`config.mk`:
```
export PLATFORM = sky130hd
export DESIGN_NAME = m_cp0_flat
export DESIGN_NICKNAME = d
export VERILOG_FILES = /design/src/rtl/m_cp0_if.sv /design/src/rtl/m_cp0.sv /design/src/flat_wrapper.sv
export SDC_FILE = /design/constraint.sdc
export NUM_CORES = 1
export LEC_CHECK = 0
export ABC_AREA = 0
export CAP_MARGIN = 10
export CORE_MARGIN = 2
export CORE_UTILIZATION = 64
export CTS_CLUSTER_SIZE = 25
export DETAILED_ROUTE_END_ITERATION = 10
export DONT_BUFFER_PORTS = 1
export GPL_TIMING_DRIVEN = 0
export HOLD_SLACK_MARGIN = 0.08
export MAX_ROUTING_LAYER = met4
export PLACE_DENSITY_LB_ADDON = 0.25
export SYNTH_ARGS = -nofsm -noshare
export SYNTH_HDL_FRONTEND = slang
export SYNTH_SLANG_ARGS = --single-unit
export TNS_END_PERCENT = 20
```
`constraint.sdc`:
```
create_clock -name clk -period 2.4 [get_ports clk]
set_input_delay 0.24 -clock clk [delete_from_list [all_inputs] [get_ports clk]]
set_output_delay 0.24 -clock clk [all_outputs]
set_load 0.01 [all_outputs]
```
`src/rtl/m_cp0_if.sv`:
```
// Pipeline-to-CP0 bundle: mfc0/mtc0 access, memory-stage exception inputs,
// interrupt lines, and the request / return-address outputs.
interface m_cp0_if;
    logic        en;
    logic [4:0]  cp0_addr;
    logic [31:0] cp0_wdata;
    logic [31:0] cp0_rdata;
    logic [31:0] vpc;
    logic        bd_in;
    logic [4:0]  exc_code_in;
    logic        exl_clr;
    logic [5:0]  hw_int;
    logic        req;
    logic [31:0] epc_out;

    modport master (
        output en, cp0_addr, cp0_wdata, vpc, bd_in, exc_code_in, exl_clr, hw_int,
        input  cp0_rdata, req, epc_out
    );

    modport slave (
        input  en, cp0_addr, cp0_wdata, vpc, bd_in, exc_code_in, exl_clr, hw_int,
        output cp0_rdata, req, epc_out
    );
endinterface

```
`src/rtl/m_cp0.sv`:
```
// Coprocessor-0 register block (SR, Cause, EPC, PRId) with exception/interrupt
// arbitration. Optional macro CP0_EPC_BYPASS_EN forwards an mtc0 EPC to epc_out.
module m_cp0 #(
    parameter logic [31:0] PRID = 32'h2023_0007
) (
    input logic    clk,
    input logic    reset,
    m_cp0_if.slave bus
);
    localparam logic [4:0] ADDR_SR    = 5'd12;
    localparam logic [4:0] ADDR_CAUSE = 5'd13;
    localparam logic [4:0] ADDR_EPC   = 5'd14;
    localparam logic [4:0] ADDR_PRID  = 5'd15;

    logic [5:0]  sr_im;
    logic        sr_exl;
    logic        sr_ie;
    logic        cause_bd;
    logic [5:0]  cause_ip;
    logic [4:0]  cause_exc;
    logic [31:0] epc;

    logic        int_req;
    logic        exc_req;
    logic        req;
    logic [31:0] pc_adj;
    logic [31:0] epc_next;

    assign int_req = sr_ie & ~sr_exl & (|(sr_im & bus.hw_int));
    assign exc_req = ~sr_exl & (bus.exc_code_in != 5'd0);
    assign req     = int_req | exc_req;

    // A delay-slot victim returns to its branch, so step back one word.
    assign pc_adj   = bus.bd_in ? bus.vpc - 32'd4 : bus.vpc;
    assign epc_next = {pc_adj[31:2], 2'b00};

    // NOTE: state uses non-blocking assignments so every register samples
    // pre-edge values; later statements in the block override earlier ones.
    always_ff @(posedge clk) begin
        if (reset) begin
            sr_im     <= '0;
            sr_exl    <= 1'b0;
            sr_ie     <= 1'b0;
            cause_bd  <= 1'b0;
            cause_ip  <= '0;
            cause_exc <= '0;
            epc       <= '0;
        end else begin
            cause_ip <= bus.hw_int;
            if (req) begin
                sr_exl    <= 1'b1;
                cause_bd  <= bus.bd_in;
                cause_exc <= int_req ? 5'd0 : bus.exc_code_in;
                epc       <= epc_next;
            end else begin
                if (bus.en && bus.cp0_addr == ADDR_SR) begin
                    sr_im  <= bus.cp0_wdata[15:10];
                    sr_exl <= bus.cp0_wdata[1];
                    sr_ie  <= bus.cp0_wdata[0];
                end
                if (bus.en && bus.cp0_addr == ADDR_EPC) begin
                    epc <= bus.cp0_wdata;
                end
                // Placed after the SR write so eret wins over a written EXL.
                if (bus.exl_clr) begin
                    sr_exl <= 1'b0;
                end
            end
        end
    end

    // NOTE: rdata gets a default before the case so no latch is inferred.
    always_comb begin
        bus.cp0_rdata = 32'h0;
        case (bus.cp0_addr)
            ADDR_SR:    bus.cp0_rdata = {16'h0, sr_im, 8'h0, sr_exl, sr_ie};
            ADDR_CAUSE: bus.cp0_rdata = {cause_bd, 15'h0, cause_ip, 3'h0, cause_exc, 2'b00};
            ADDR_EPC:   bus.cp0_rdata = epc;
            ADDR_PRID:  bus.cp0_rdata = PRID;
            default:    bus.cp0_rdata = 32'h0;
        endcase
    end

    assign bus.req = req;

`ifdef CP0_EPC_BYPASS_EN
    assign bus.epc_out = (bus.en && bus.cp0_addr == ADDR_EPC && !req) ? bus.cp0_wdata : epc;
`else
    assign bus.epc_out = epc;
`endif

endmodule

```
`src/flat_wrapper.sv`:
```
// flat-port wrapper written by rule: the top's interface ports become plain ports
module m_cp0_flat 
#(
    parameter logic [31:0] PRID = 32'h2023_0007
)
  (clk, reset, bus_en, bus_cp0_addr, bus_cp0_wdata, bus_vpc, bus_bd_in, bus_exc_code_in, bus_exl_clr, bus_hw_int, bus_cp0_rdata, bus_req, bus_epc_out);
  m_cp0_if bus_i ();
  input logic clk;
  input logic reset;
  input wire logic [$bits(bus_i.en)-1:0] bus_en;
  input wire logic [$bits(bus_i.cp0_addr)-1:0] bus_cp0_addr;
  input wire logic [$bits(bus_i.cp0_wdata)-1:0] bus_cp0_wdata;
  input wire logic [$bits(bus_i.vpc)-1:0] bus_vpc;
  input wire logic [$bits(bus_i.bd_in)-1:0] bus_bd_in;
  input wire logic [$bits(bus_i.exc_code_in)-1:0] bus_exc_code_in;
  input wire logic [$bits(bus_i.exl_clr)-1:0] bus_exl_clr;
  input wire logic [$bits(bus_i.hw_int)-1:0] bus_hw_int;
  output wire logic [$bits(bus_i.cp0_rdata)-1:0] bus_cp0_rdata;
  output wire logic [$bits(bus_i.req)-1:0] bus_req;
  output wire logic [$bits(bus_i.epc_out)-1:0] bus_epc_out;
  assign bus_i.en = bus_en;
  assign bus_i.cp0_addr = bus_cp0_addr;
  assign bus_i.cp0_wdata = bus_cp0_wdata;
  assign bus_i.vpc = bus_vpc;
  assign bus_i.bd_in = bus_bd_in;
  assign bus_i.exc_code_in = bus_exc_code_in;
  assign bus_i.exl_clr = bus_exl_clr;
  assign bus_i.hw_int = bus_hw_int;
  assign bus_cp0_rdata = bus_i.cp0_rdata;
  assign bus_req = bus_i.req;
  assign bus_epc_out = bus_i.epc_out;
  m_cp0 #(.PRID(PRID)) u_core (.clk(clk), .reset(reset), .bus(bus_i));
endmodule
```
==> impl_metrics.env <==
export IMPL_status="completed"
export IMPL_routed_via_density=6.668
export IMPL_rsz0062_at_grt="false"
export IMPL_hold_viol=0
export IMPL_drt_iter0_markers=274
export IMPL_ys_ff_latch=52
export IMPL_num_io_pins=150
export IMPL_dp_hpwl_um=7601
export IMPL_worst_setup_path_start_kind="flip-flop"
export IMPL_cp_arrival_ns=2.05
export IMPL_leakage_uw=0.001287
export IMPL_fillers=405
export IMPL_hold_start="bus_cp0_wdata[14]"
export IMPL_holdPathStages=2
export IMPL_die_w_um=75.06
export IMPL_row_count=25
export IMPL_tightest_slew_ns=0.6075
export IMPL_hold_path_class="input port to flip-flop"
export IMPL_finalNonFillerCells=488
export IMPL_clock_path_buffers=2
export IMPL_post_route_cells_drive_above_1_share_pct=8.076
export IMPL_relSlewSlack_pct=59.16
export IMPL_synth_area_top_cells="dfxtp_1, nor2_1, xnor2_1"
export IMPL_core_mm2=0.004786
export IMPL_met3_usage_pct=6.693
export IMPL_drc=0
export IMPL_clock_latency_ns=0.31
export IMPL_yosysSeqAreaShare_pct=32.21
export IMPL_synthArstFlopShare_pct=0
export IMPL_synth_main_ff_cell="dfxtp_1"
export IMPL_grt_pass1_vias=2891
export IMPL_fmax_mhz=436.9
export IMPL_numPortBuffers=0
export IMPL_grt_pass1_wl_um=14300
export IMPL_grt_usage_pct=35.03
export IMPL_synth_cells=404
export IMPL_endpoint_kind="output port"
export IMPL_setup_worst_path_class="flip-flop to output port"
export IMPL_ys_warn_count=0
export IMPL_cp_max_fo=10
export IMPL_maxCapViolations=0
export IMPL_synth_edff_count=0
export IMPL_fin_crit_ns=2.289
export IMPL_cts_sinks=52
export IMPL_regArea_mm2=0.001041
export IMPL_synthesis_nets=490
export IMPL_wl_per_cell_um=20.42
export IMPL_start_util_pct=67.53
export IMPL_min_period_over_period_pct=95.38
export IMPL_busiest_layer="met2"
export IMPL_ir_drop_mv=0.3895
export IMPL_rrSetupSlack_ns=0.16
export IMPL_dp_cells=471
export IMPL_min_to="u_core.sr_im[4]"
export IMPL_reg2reg_depth=8
export IMPL_synthToLayoutAreaGrowth_pct=8.362
export IMPL_cts_htree_levels=2
export IMPL_totalWireLength_um=9964
export IMPL_clock_skew_ns=0.007838
export IMPL_gp_congestion=0.9068
export IMPL_synthDistinctLibCells=45
export IMPL_drtPass1Iterations=5
export IMPL_antenna_cells=0
export IMPL_cts_tree="built"
export IMPL_grt_max_degree=17
export IMPL_rr_startpoint="u_core.sr_im[4]"
export IMPL_gr_usage_met2_pct=52.53
export IMPL_slew_viol_final=0
export IMPL_grt_ovfl_total=0
export IMPL_syn_avg_cell_area_um2=8.000
export IMPL_cts_resized=0
export IMPL_multiInputGateArea_mm2=0.002037
export IMPL_cts_made_buffers=5
export IMPL_netlist_area_leader_share_pct=32.21
export IMPL_post_cts_setup_buffers=0
export IMPL_die_area_mm2=0.005634
export IMPL_vias=3254
export IMPL_yosysTopAreaCell="dfxtp_1"
export IMPL_final_setup_tns_ns=0
export IMPL_syn_area_mm2=0.003232
export IMPL_fin_nets=506
export IMPL_power_density_mw_per_mm2=528.5
export IMPL_path_clk_slew_ns=0.10
export IMPL_cp_required_ns=2.16
export IMPL_cts_root_buf="clkbuf_8"
export IMPL_use_met1_pct=48.39
export IMPL_finalSetupViolCount=0
export IMPL_dieHeight_um=75.06
export IMPL_antenna_found_initial=0
export IMPL_rr_endpoint="u_core.bus.epc_out[29]"
export IMPL_drtAntennaViolNets=0
how the worst max path moves through the flow:
stage	start	end	slack, ns	cells after the start
2_1_floorplan	bus_exc_code_in[2]	u_core.bus.epc_out[23]	0.58	8
3_3_place_gp	u_core.sr_im[4]	u_core.bus.epc_out[25]	0.26	8
3_5_place_dp	u_core.sr_im[4]	u_core.bus.epc_out[29]	0.22	8
4_1_cts	u_core.sr_im[4]	bus_req	0.14	6
5_1_grt	u_core.sr_im[4]	bus_req	0.003	6
6_report	u_core.sr_im[4]	bus_req	0.11	6
state kept, by name (all words and copies together), names as in the netlist:
name	flops
u_core.bus.epc_out	32
u_core.sr_exl	1
u_core.cause_bd	1
u_core.cause_exc	5
u_core.cause_ip	6
u_core.sr_ie	1
u_core.sr_im	6
logic make-up after synthesis:
logic type | share of synthesized area, %
simple gates | 32.21
compound gates | 17.19
flops | 32.21
buf+inv | 4.762
xor+xnor | 7.588
mux | 5.652
fa+ha+maj | 0.3871
cell usage in the layout, fill, tap and decap left out, types with 3 or more instances in the layout:
master         netlist  layout
nor2_1              56      56
dfxtp_1             52      52
nand2_1             30      30
and3_1              27      27
a211oi_1            27      27
xnor2_1             24      24
nand3_1             23      23
clkbuf_1            21      21
a21oi_1             17      17
mux2i_1             16      16
nor3_1              14      14
a311oi_1            13      13
buf_2                9       9
nor2b_1              9       9
dlygate4sd3_1        0       9
nor4_1               7       7
o21ai_0              6       6
clkbuf_8             0       6
a22oi_1              5       5
inv_1                4       4
xor2_1               4       4
a22o_1               3       3
nor4_4               3       3
a31o_2               3       3
layer usage:
| layer | vias to the layer above | wire, um |
|---|---|---|
| met5 | - | 0 |
| met4 | 0 | 147 |
| met3 | 15 | 1262 |
| met2 | 225 | 4496 |
| met1 | 1510 | 4058 |
| li1 | 1504 | - |
timing repair:
item	CTS	global route
hold buffers	8	1
hold endpoints to repair	8	1
endpoints found under the setup margin	0	0
per-stage QoR:
stage	util, %	cell area [um2]	setup slack [ns]	power (uW)	hold slack [ns]
final	73.18	3502	0.1109	1851	0.08530
after global routing	73.18	3502	0.003413	1908	0.09098
after CTS	72.97	3492	0.1367	1830	0.08051
after detailed placement	69.28	3316	0.2220	1302	0.3740
after global placement	69.28	3316	0.2598	1294	0.3710
after floorplan	-	3232	0.5815	1221	0.3682
Yosys cell counts, drive strengths merged, types with 3 or more instances:
library cell,count
nor2,56
inv,5
a31o,3
nand3,23
a311oi,13
o21ai,6
nor3,14
nand4,3
mux2i,16
clkbuf,21
xnor2,24
dfxtp,52
a21oi,18
and3,27
a22o,3
nor2b,9
a211oi,27
a22oi,5
or4,3
buf,11
nor4,10
xor2,4
nand2,30
power breakdown:
part	switching (uW)	internal [uW]
combinational	178	122
sequential	79.6	925
clock	309	237
critical path: stages (launching register included):
cell      delay [ns]
dfxtp_1         0.35
a22o_1          0.25
o311ai_0        0.39
and2_1          0.19
buf_2           0.20
inv_2           0.11
buf_2           0.23
final cells by class:
cell class                 instances  share of cell area [%]
clock buffer                       6                   2.358
clock inverter                     2                  0.3930
timing repair buffer               9                   2.572
sequential                        52                   29.72
buffer                            32                   3.859
multi-input combinational        315                   58.16
inverter                           5                  0.5359
tap                               67                   2.394
No activity file was read; power rests on OpenSTA's default activity.
